**src/rtl/clock_pkg.sv**
```systemverilog
// Shared constants and BCD helper for the 24-hour timekeeping core.
// Limits are packed BCD: [7:4] tens digit, [3:0] units digit.
package clock_pkg;

   localparam logic [7:0] SEC_MAX_BCD = 8'h59;
   localparam logic [7:0] MIN_MAX_BCD = 8'h59;
   localparam logic [7:0] HR_MAX_BCD  = 8'h23;
   localparam logic [7:0] BCD_ZERO    = 8'h00;

   // Two-digit BCD +1; units 9 -> 0 carries into tens.
   function automatic logic [7:0] bcd_inc(input logic [7:0] v);
      logic [3:0] tens;
      logic [3:0] units;
      tens  = v[7:4];
      units = v[3:0];
      if (units == 4'd9) begin
         tens  = tens + 4'd1;
         units = 4'd0;
      end else begin
         units = units + 4'd1;
      end
      return {tens, units};
   endfunction

endpackage

```
**src/rtl/bcd_mod_counter.sv**
```systemverilog
// Two-digit BCD counter that wraps from MAX_BCD to 00.
// wrap flags the increment that takes it back to zero.
module bcd_mod_counter
   import clock_pkg::*;
#(
   parameter logic [7:0] MAX_BCD = 8'h59
) (
   input  logic       clk,
   input  logic       rst,
   input  logic       clr,
   input  logic       inc,
   output logic [7:0] value,
   output logic       wrap
);

   logic at_max;

   // Terminal value detect, shared by wrap and the update.
   assign at_max = (value == MAX_BCD);
   assign wrap   = inc & at_max;

   // Clear wins over increment; increment at max returns to zero.
   always_ff @(posedge clk or posedge rst) begin
      if (rst) begin
         value <= BCD_ZERO;
      end else if (clr) begin
         value <= BCD_ZERO;
      end else if (inc) begin
         value <= at_max ? BCD_ZERO : bcd_inc(value);
      end
   end

endmodule

```
**src/rtl/time_counter.sv**
```systemverilog
// 24-hour hh:mm:ss core driven by a synchronised 1 Hz edge,
// with a set mode for manual hour/minute adjustment.
module time_counter
   import clock_pkg::*;
#(
   parameter int SYNC_STAGES = 2
) (
   input  logic       clk,
   input  logic       rst,
   input  logic       clk_1Hz_in,
   input  logic       set_mode,
   input  logic       inc_hr,
   input  logic       inc_min,
   output logic [7:0] sec_bcd,
   output logic [7:0] min_bcd,
   output logic [7:0] hr_bcd,
   output logic       sec_tick
);

   if (SYNC_STAGES < 2 || SYNC_STAGES > 4) begin : g_bad_sync
      $error("SYNC_STAGES must be 2..4");
   end

   logic [SYNC_STAGES-1:0] sync;
   logic [SYNC_STAGES-1:0] prime;
   logic                   s;
   logic                   s_d;
   logic                   armed;
   logic                   rise;

   logic sec_inc;
   logic min_inc;
   logic hr_inc;
   logic sec_wrap;
   logic min_wrap;
   logic hr_wrap;

   assign s    = sync[SYNC_STAGES-1];
   assign rise = armed & s & ~s_d;

   // Synchroniser chain plus a parallel fill marker: the reset-zero
   // in the chain is not a real sample, so arming waits until the
   // marker reaches the last stage and s reflects the actual input.
   always_ff @(posedge clk or posedge rst) begin
      if (rst) begin
         sync  <= '0;
         prime <= '0;
         s_d   <= 1'b0;
         armed <= 1'b0;
      end else begin
         sync  <= {sync[SYNC_STAGES-2:0], clk_1Hz_in};
         prime <= {prime[SYNC_STAGES-2:0], 1'b1};
         s_d   <= s;
         armed <= armed | (prime[SYNC_STAGES-1] & ~s);
      end
   end

   // Increment routing: carry chain in run mode, manual pulses in set mode.
   always_comb begin
      sec_inc = 1'b0;
      min_inc = 1'b0;
      hr_inc  = 1'b0;
      unique case (1'b1)
         set_mode: begin
            min_inc = inc_min;
            hr_inc  = inc_hr;
         end
         default: begin
            sec_inc = rise;
            min_inc = sec_wrap;
            hr_inc  = min_wrap;
         end
      endcase
   end

   // Tick marks the cycle the new seconds value is first visible.
   always_ff @(posedge clk or posedge rst) begin
      if (rst) begin
         sec_tick <= 1'b0;
      end else begin
         sec_tick <= sec_inc;
      end
   end

   bcd_mod_counter #(.MAX_BCD(SEC_MAX_BCD)) u_sec (
      .clk   (clk),
      .rst   (rst),
      .clr   (set_mode),
      .inc   (sec_inc),
      .value (sec_bcd),
      .wrap  (sec_wrap)
   );

   bcd_mod_counter #(.MAX_BCD(MIN_MAX_BCD)) u_min (
      .clk   (clk),
      .rst   (rst),
      .clr   (1'b0),
      .inc   (min_inc),
      .value (min_bcd),
      .wrap  (min_wrap)
   );

   bcd_mod_counter #(.MAX_BCD(HR_MAX_BCD)) u_hr (
      .clk   (clk),
      .rst   (rst),
      .clr   (1'b0),
      .inc   (hr_inc),
      .value (hr_bcd),
      .wrap  (hr_wrap)
   );

   logic unused_hr_wrap;
   assign unused_hr_wrap = hr_wrap;

endmodule

```
**config.mk**
```make
export PLATFORM = sky130hd
export DESIGN_NAME = time_counter
export DESIGN_NICKNAME = d
export VERILOG_FILES = /design/src/rtl/clock_pkg.sv /design/src/rtl/bcd_mod_counter.sv /design/src/rtl/time_counter.sv
export SDC_FILE = /design/constraint.sdc
export NUM_CORES = 1
export LEC_CHECK = 0
export ABC_CLOCK_PERIOD_IN_PS = 3500
export CAP_MARGIN = 20
export CORE_MARGIN = 5
export CORE_UTILIZATION = 50
export CTS_BUF_LIST = sky130_fd_sc_hd__clkbuf_2 sky130_fd_sc_hd__clkbuf_4 sky130_fd_sc_hd__clkbuf_8
export DETAILED_ROUTE_END_ITERATION = 10
export PLACE_DENSITY = 0.86
export SLEW_MARGIN = 20
export SYNTH_ARGS = -nofsm -noshare
export SYNTH_HDL_FRONTEND = slang
export SYNTH_HIERARCHICAL = 1
export SYNTH_SLANG_ARGS = --single-unit
```
**constraint.sdc**
```tcl
create_clock -name clk -period 3.5 [get_ports clk]
set_input_delay 0.7 -clock clk [delete_from_list [all_inputs] [get_ports clk]]
set_output_delay 0.7 -clock clk [all_outputs]
set_load 0.005 [all_outputs]
```
# Yosys cells after proc, flatten, opt, wreduce, memory -nomap -nowiden
# Index checks and enable logic that the tools add are counted.
word_totals:
  wordCells: 52
  input_bits: 6
  regBits: 31
  out_inout_bits: 25
op_classes:
  muxes: 14
  eq_ne: 6
  bitwise: 8
  n_reduce_logical: 7
  addsub: 6
op_table:
  columns: ["op", "n"]
  rows:
  - ["2-to-1 mux 8 bit", 5]
  - ["adder 4 x 1 -> 4 bit, second input constant", 6]
  - ["2-to-1 mux 4 bit", 6]
  - ["equality test 8 x 7 -> 1 bit, second input constant", 2]
  - ["equality test 4 bit, second input constant", 3]
  - ["equality test 8 x 6 -> 1 bit, second input constant", 1]
  - ["AND reduction 2 bit", 3]
  - ["nonzero test 2 bit", 3]
  - ["AND 1 bit", 5]
  - ["2-to-1 mux 1 bit", 3]
  - ["nonzero test 3 bit", 1]
  - ["NOT 1 bit", 2]
  - ["OR 1 bit", 1]

# Longest topological paths before layout
depth:
  ltp_word: 8
  ltp_mapped: 12
  depth_no_buf: 11

# Cells and area by module
# Netlist, hierarchy kept.
modules_own_cells:
  columns: ["module", "seq_area_each_um2", "n_inst", "area_each_um2", "cells_each"]
  rows:
  - ["bcd_mod_counter (u_hr)", 200.2, 1, 500.5, 49]
  - ["bcd_mod_counter (u_min)", 200.2, 1, 498.0, 52]
  - ["bcd_mod_counter (u_sec)", 200.2, 1, 465.4, 47]
  - ["time_counter", 175.2, 1, 235.2, 15]

# Worst setup path after synthesis
# Ideal clock, no wire load.
synth_timing:
  kind: "input -> register"
  from: "input set_mode"
  to: "register u_hr.value[7]"
  setup_time_ns: 0.077
  slack_ns: 0.386
  path_buffers: 1
  required_time_ns: 3.423
  cell_stages: 11
  t_arrival_ns: 3.037
  path_cell_list: "nor4b_2 > nand4b_4 > nor3_1 > mux2_2 > buf_4 > nand4b_4 > nor2_1 > mux2_2 > nand4b_2 > or3_1 > a21oi_1"
synth_via:
  elab_chain_cells: 6
synth_rtl:
  columns: ["item", "line", "source"]
  rows:
  - ["from (decl)", "time_counter.sv:11", "input logic set_mode,"]
  - ["2-to-1 mux 1 bit", "time_counter.sv:63", "unique case (1'b1)"]
  - ["AND 1 bit", "bcd_mod_counter.sv:20", "assign wrap = inc & at_max;"]
  - ["via sec_wrap", "time_counter.sv:34", "logic sec_wrap;"]
  - ["2-to-1 mux 1 bit", "time_counter.sv:63", null]
  - ["via min_inc", "time_counter.sv:32", "logic min_inc;"]
  - ["AND 1 bit", "bcd_mod_counter.sv:20", null]
  - ["via min_wrap", "time_counter.sv:35", "logic min_wrap;"]
  - ["2-to-1 mux 1 bit", "time_counter.sv:63", null]
  - ["via hr_inc", "time_counter.sv:33", "logic hr_inc;"]
  - ["AND reduction 2 bit (no source line)", null, null]
  - ["to (signal assigned)", "bcd_mod_counter.sv:29", "value <= at_max ? BCD_ZERO : bcd_inc(value);"]
  - ["to (decl)", "bcd_mod_counter.sv:12", "output logic [7:0] value,"]
# The timed path passes the listed nets, and every way through them passes these cells.
# A chain may end at the register's enable or synchronous reset.

# Worst setup path after layout
layout_timing:
  from: "input set_mode"
  to: "register u_hr.value[7]"
layout_via:
  elab_chain_cells: 6
layout_rtl:
  columns: ["item", "line", "source"]
  rows:
  - ["2-to-1 mux 1 bit", "time_counter.sv:63", null]
  - ["via sec_inc", "time_counter.sv:31", "logic sec_inc;"]
  - ["AND 1 bit", "bcd_mod_counter.sv:20", null]
  - ["via sec_wrap", "time_counter.sv:34", null]
  - ["2-to-1 mux 1 bit", "time_counter.sv:63", null]
  - ["via min_inc", "time_counter.sv:32", null]
  - ["AND 1 bit", "bcd_mod_counter.sv:20", null]
  - ["via min_wrap", "time_counter.sv:35", null]
  - ["2-to-1 mux 1 bit", "time_counter.sv:63", null]
  - ["via hr_inc", "time_counter.sv:33", null]
  - ["AND reduction 2 bit (no source line)", null, null]
# The timed path passes the listed nets, and every way through them passes these cells.

==> impl_results.md <==
- Total wire length: 3.646 mm
- Clk pwr share: 41.1%
- Area of the die: 4664 um2
- Core Footprint: 3311 um2
- Initial antenna violation count: 0
- Switch Pwr: ~160 uW
- Die X: 68.30 um
- Top cells by area, synth: dfrtp_1, ha_1, a21oi_1
- Clock root cell: clkbuf_4
- Post-synthesis sequential area ratio: 45.66%
- Synth Area in Compound Gates: 13.40%
- Fraction of synthesized area in multiplexers: around 1.3%
- Drt pass-1 iters: 6
- Synth Area in Simple Gates: 24.89%
- Final Hold Fails: 0
- Post-Synth XOR/XNOR Area: roughly 2.1%
- Initial Util: about half
- Synth Area per Inst: 10.42 um2
- Largest net degree at the start of global routing: 15
- Fin crit share: roughly 90%
- Overall Global Routing Usage: 17.22%
- Post-route ant nets: 0
- H-tree depth: 2
- First-pass GRT wire length: slightly below 6 mm
- Status: complete, no violations
- Worst Setup End Kind: flip-flop
- Comb pwr share: 6.6%
- Nets: 217
- Drt first-iter violations: 70
- Grt ovf: 0
- TritonCTS Buffers: 5
- Chip Height: 68.30 um
- Final min period: 3155 ps
- Yosys reg bits: 31
- Post-route cell area: 2155 um2
- Synthesized area: between 1500 and 2000 um2
- Worst endpoint data arrival time: roughly 3400 ps
- Adder-Cell Fraction of Synth Area: 7.364%
- Mapped Cells: ~160
- Max VDD drop: 309.4 uV
- CTS tree: built
- Via/cell ratio: approximately 5.6
- Routability cong.: around 0.86
- Share of layout cells above drive strength 1: a little under an eighth
- Reg2Reg Setup Slack: around 740 ps
- LEAKAGE: 0.9487 nW
- Crit-path max FO: 8
- Max Clock Freq: 0.3169 GHz
- Kind of critical path: input port to flip-flop
- CTS Sinks: 31
- Sw Share: 22.03%
- Yosys top cell area share: between 40% and 50%
- Largest family of logic cells by synthesized area: simple AND/OR/NAND/NOR gates
- Fin util: around two thirds
- Hold-fix buffers, CTS: 0
- Internal: 554.6 uW
- Input/output buffers: 30
- Yosys top cell by area: dfrtp_1
- CP required: 3760 ps
- Design Power: 711.3 uW
- Via count: 1379
- Warnings, synthesis: 6
- Hold WC Path Type: flip-flop to flip-flop
- WL/cell: 14.70 um
- Post-synth cell types: 38
- Dpl hpwl: 2.724 mm
- Sequential power share: a little over half
- Final Max Slew Viols: 0
- CTS max path bufs: 2
- RSZ-0062 raised after global routing: no
- Reg clk slew, reported paths: approximately 100 ps
- Fin Clk Skew: 8.778 ps
- PostCTS Resize Cnt: 0
- Ant diodes: 0
- Setup bufs post-CTS: 0
- Num rows: 21
- Residual DRC count: 0
- PwrDens: 330.1 nW/um2
- P&R area growth vs syn: 26.80%
- Number of global-route vias before repair: between 1000 and 1500
- DP Area: 2068 um2
- Final setup viols: 0
- Setup TNS: 0 ps
- Total I/O pin count: 31
- CP startpoint kind: input port
- Worst skew pair latency: 330 ps
- Max cap viols: 0
final timing paths:
kind,start,to,cells after the start
min in group asynchronous,rst,sec_tick$_DFF_PP0_,2
max in group asynchronous,rst,u_min/value[7]$_DFFE_PP0P_,2
worst min register to register,prime[0]$_DFF_PP0_,prime[1]$_DFF_PP0_,0
worst min-delay path,prime[0]$_DFF_PP0_,prime[1]$_DFF_PP0_,0
worst max-delay path,set_mode,u_hr/value[7]$_DFFE_PP0P_,11
worst max register to register,sync[1]$_DFF_PP0_,u_hr/value[7]$_DFFE_PP0P_,11
power groups by stage:
stage               combinational [mW]  sequential, mW  clock [mW]
global placement                0.0446           0.378           0
floorplan                       0.0271           0.377           0
finish                          0.0469           0.372       0.292
global route                    0.0517           0.373       0.317
detailed placement              0.0464           0.379           0
CTS                             0.0469           0.372       0.300
cell type report:
| class | instances | area, um2 |
|---|---|---|
| clock inverter | 2 | 35.03 |
| fill | 280 | 1156 |
| inverter | 15 | 56.30 |
| multi-input combinational | 114 | 848.3 |
| tap | 46 | 57.56 |
| sequential | 31 | 775.7 |
| clock buffer | 6 | 51.30 |
| timing repair buffer | 34 | 330.3 |
cells by family (layout without fill, tap and decap cells):
kind of cell	count (synthesis)	count (layout)
mux	2	2
other cells	2	4
flops	31	31
xor+xnor	4	4
compound gates	37	37
fa+ha+maj	10	10
buf+inv	20	57
simple gates	57	57
cells in the mapped netlist:
cell       n
a211o_2    1
a21boi_0   2
a21o_1     1
a21oi_1   14
a32o_1     3
and4b_1    1
and4b_2    2
buf_4      2
clkbuf_1   3
conb_1     2
dfrtp_1   31
ha_1      10
inv_1     15
mux2_2     2
nand2_1    8
nand2b_1   3
nand3_1    4
nand3b_1   9
nand4b_2   1
nand4b_4   2
nor2_1     6
nor2b_1    2
nor3_1     3
nor3b_1    2
nor3b_2    1
nor4b_2    2
o21ai_0    8
o21ai_1    4
o311ai_0   1
o32ai_1    2
o41ai_1    1
or3_1      5
or3_2      1
or3b_1     2
or4_1      1
or4b_1     2
xnor2_1    1
xor2_1     3
state kept, by name, indices dropped and copies added (netlist names):
signal	count
s_d	1
u_hr/value	8
prime	2
sec_tick	1
u_sec/value	8
sync	2
armed	1
u_min/value	8
through the flow:
stage	hold WS [ps]	std cells	setup WS, ps
after floorplan	331.2	165	386.1
after global placement	331.8	240	160.3
after detailed placement	336.3	240	25.96
after CTS	359.5	248	354.1
after global routing	364.3	248	198.4
final	351.2	248	344.9
placed cells by master, fill, tap and decap left out, drive strengths merged:
cell type      synthesis  routed
dfrtp                 31      31
clkdlybuf4s50          0      30
inv                   15      15
a21oi                 14      14
o21ai                 12      12
ha                    10      10
nand3b                 9       9
nand2                  8       8
nor2                   6       6
clkbuf                 3       6
or3                    6       6
buf                    2       4
conb                   2       4
nand3                  4       4
a32o                   3       3
nand2b                 3       3
xor2                   3       3
nor3                   3       3
nor3b                  3       3
nand4b                 3       3
and4b                  3       3
mux2                   2       2
nor4b                  2       2
or4b                   2       2
a21boi                 2       2
o32ai                  2       2
or3b                   2       2
nor2b                  2       2
a21o                   1       1
bufinv                 0       1
clkinv                 0       1
or4                    1       1
xnor2                  1       1
o311ai                 1       1
o41ai                  1       1
a211o                  1       1
critical path, cell delays in order:
cell             delay [ps]
clkdlybuf4s50_1         440
nor4b_2                 440
nand4b_4                140
nor3_1                  180
mux2_2                  280
nand4b_4                120
nor2_1                  110
mux2_2                  230
nand4b_2                220
or3_1                   400
a21oi_1                 150
metal layers:
layer | track usage, % | share of wire (%) | up-vias
li1 | - | - | 658
met1 | 20.46 | 44 | 658
met2 | 28.88 | 49 | 52
met3 | 4.762 | 5.0 | 11
met4 | 7.692 | 2.2 | 0
met5 | 0 | 0 | -
Power figures use the tool's default switching activity.
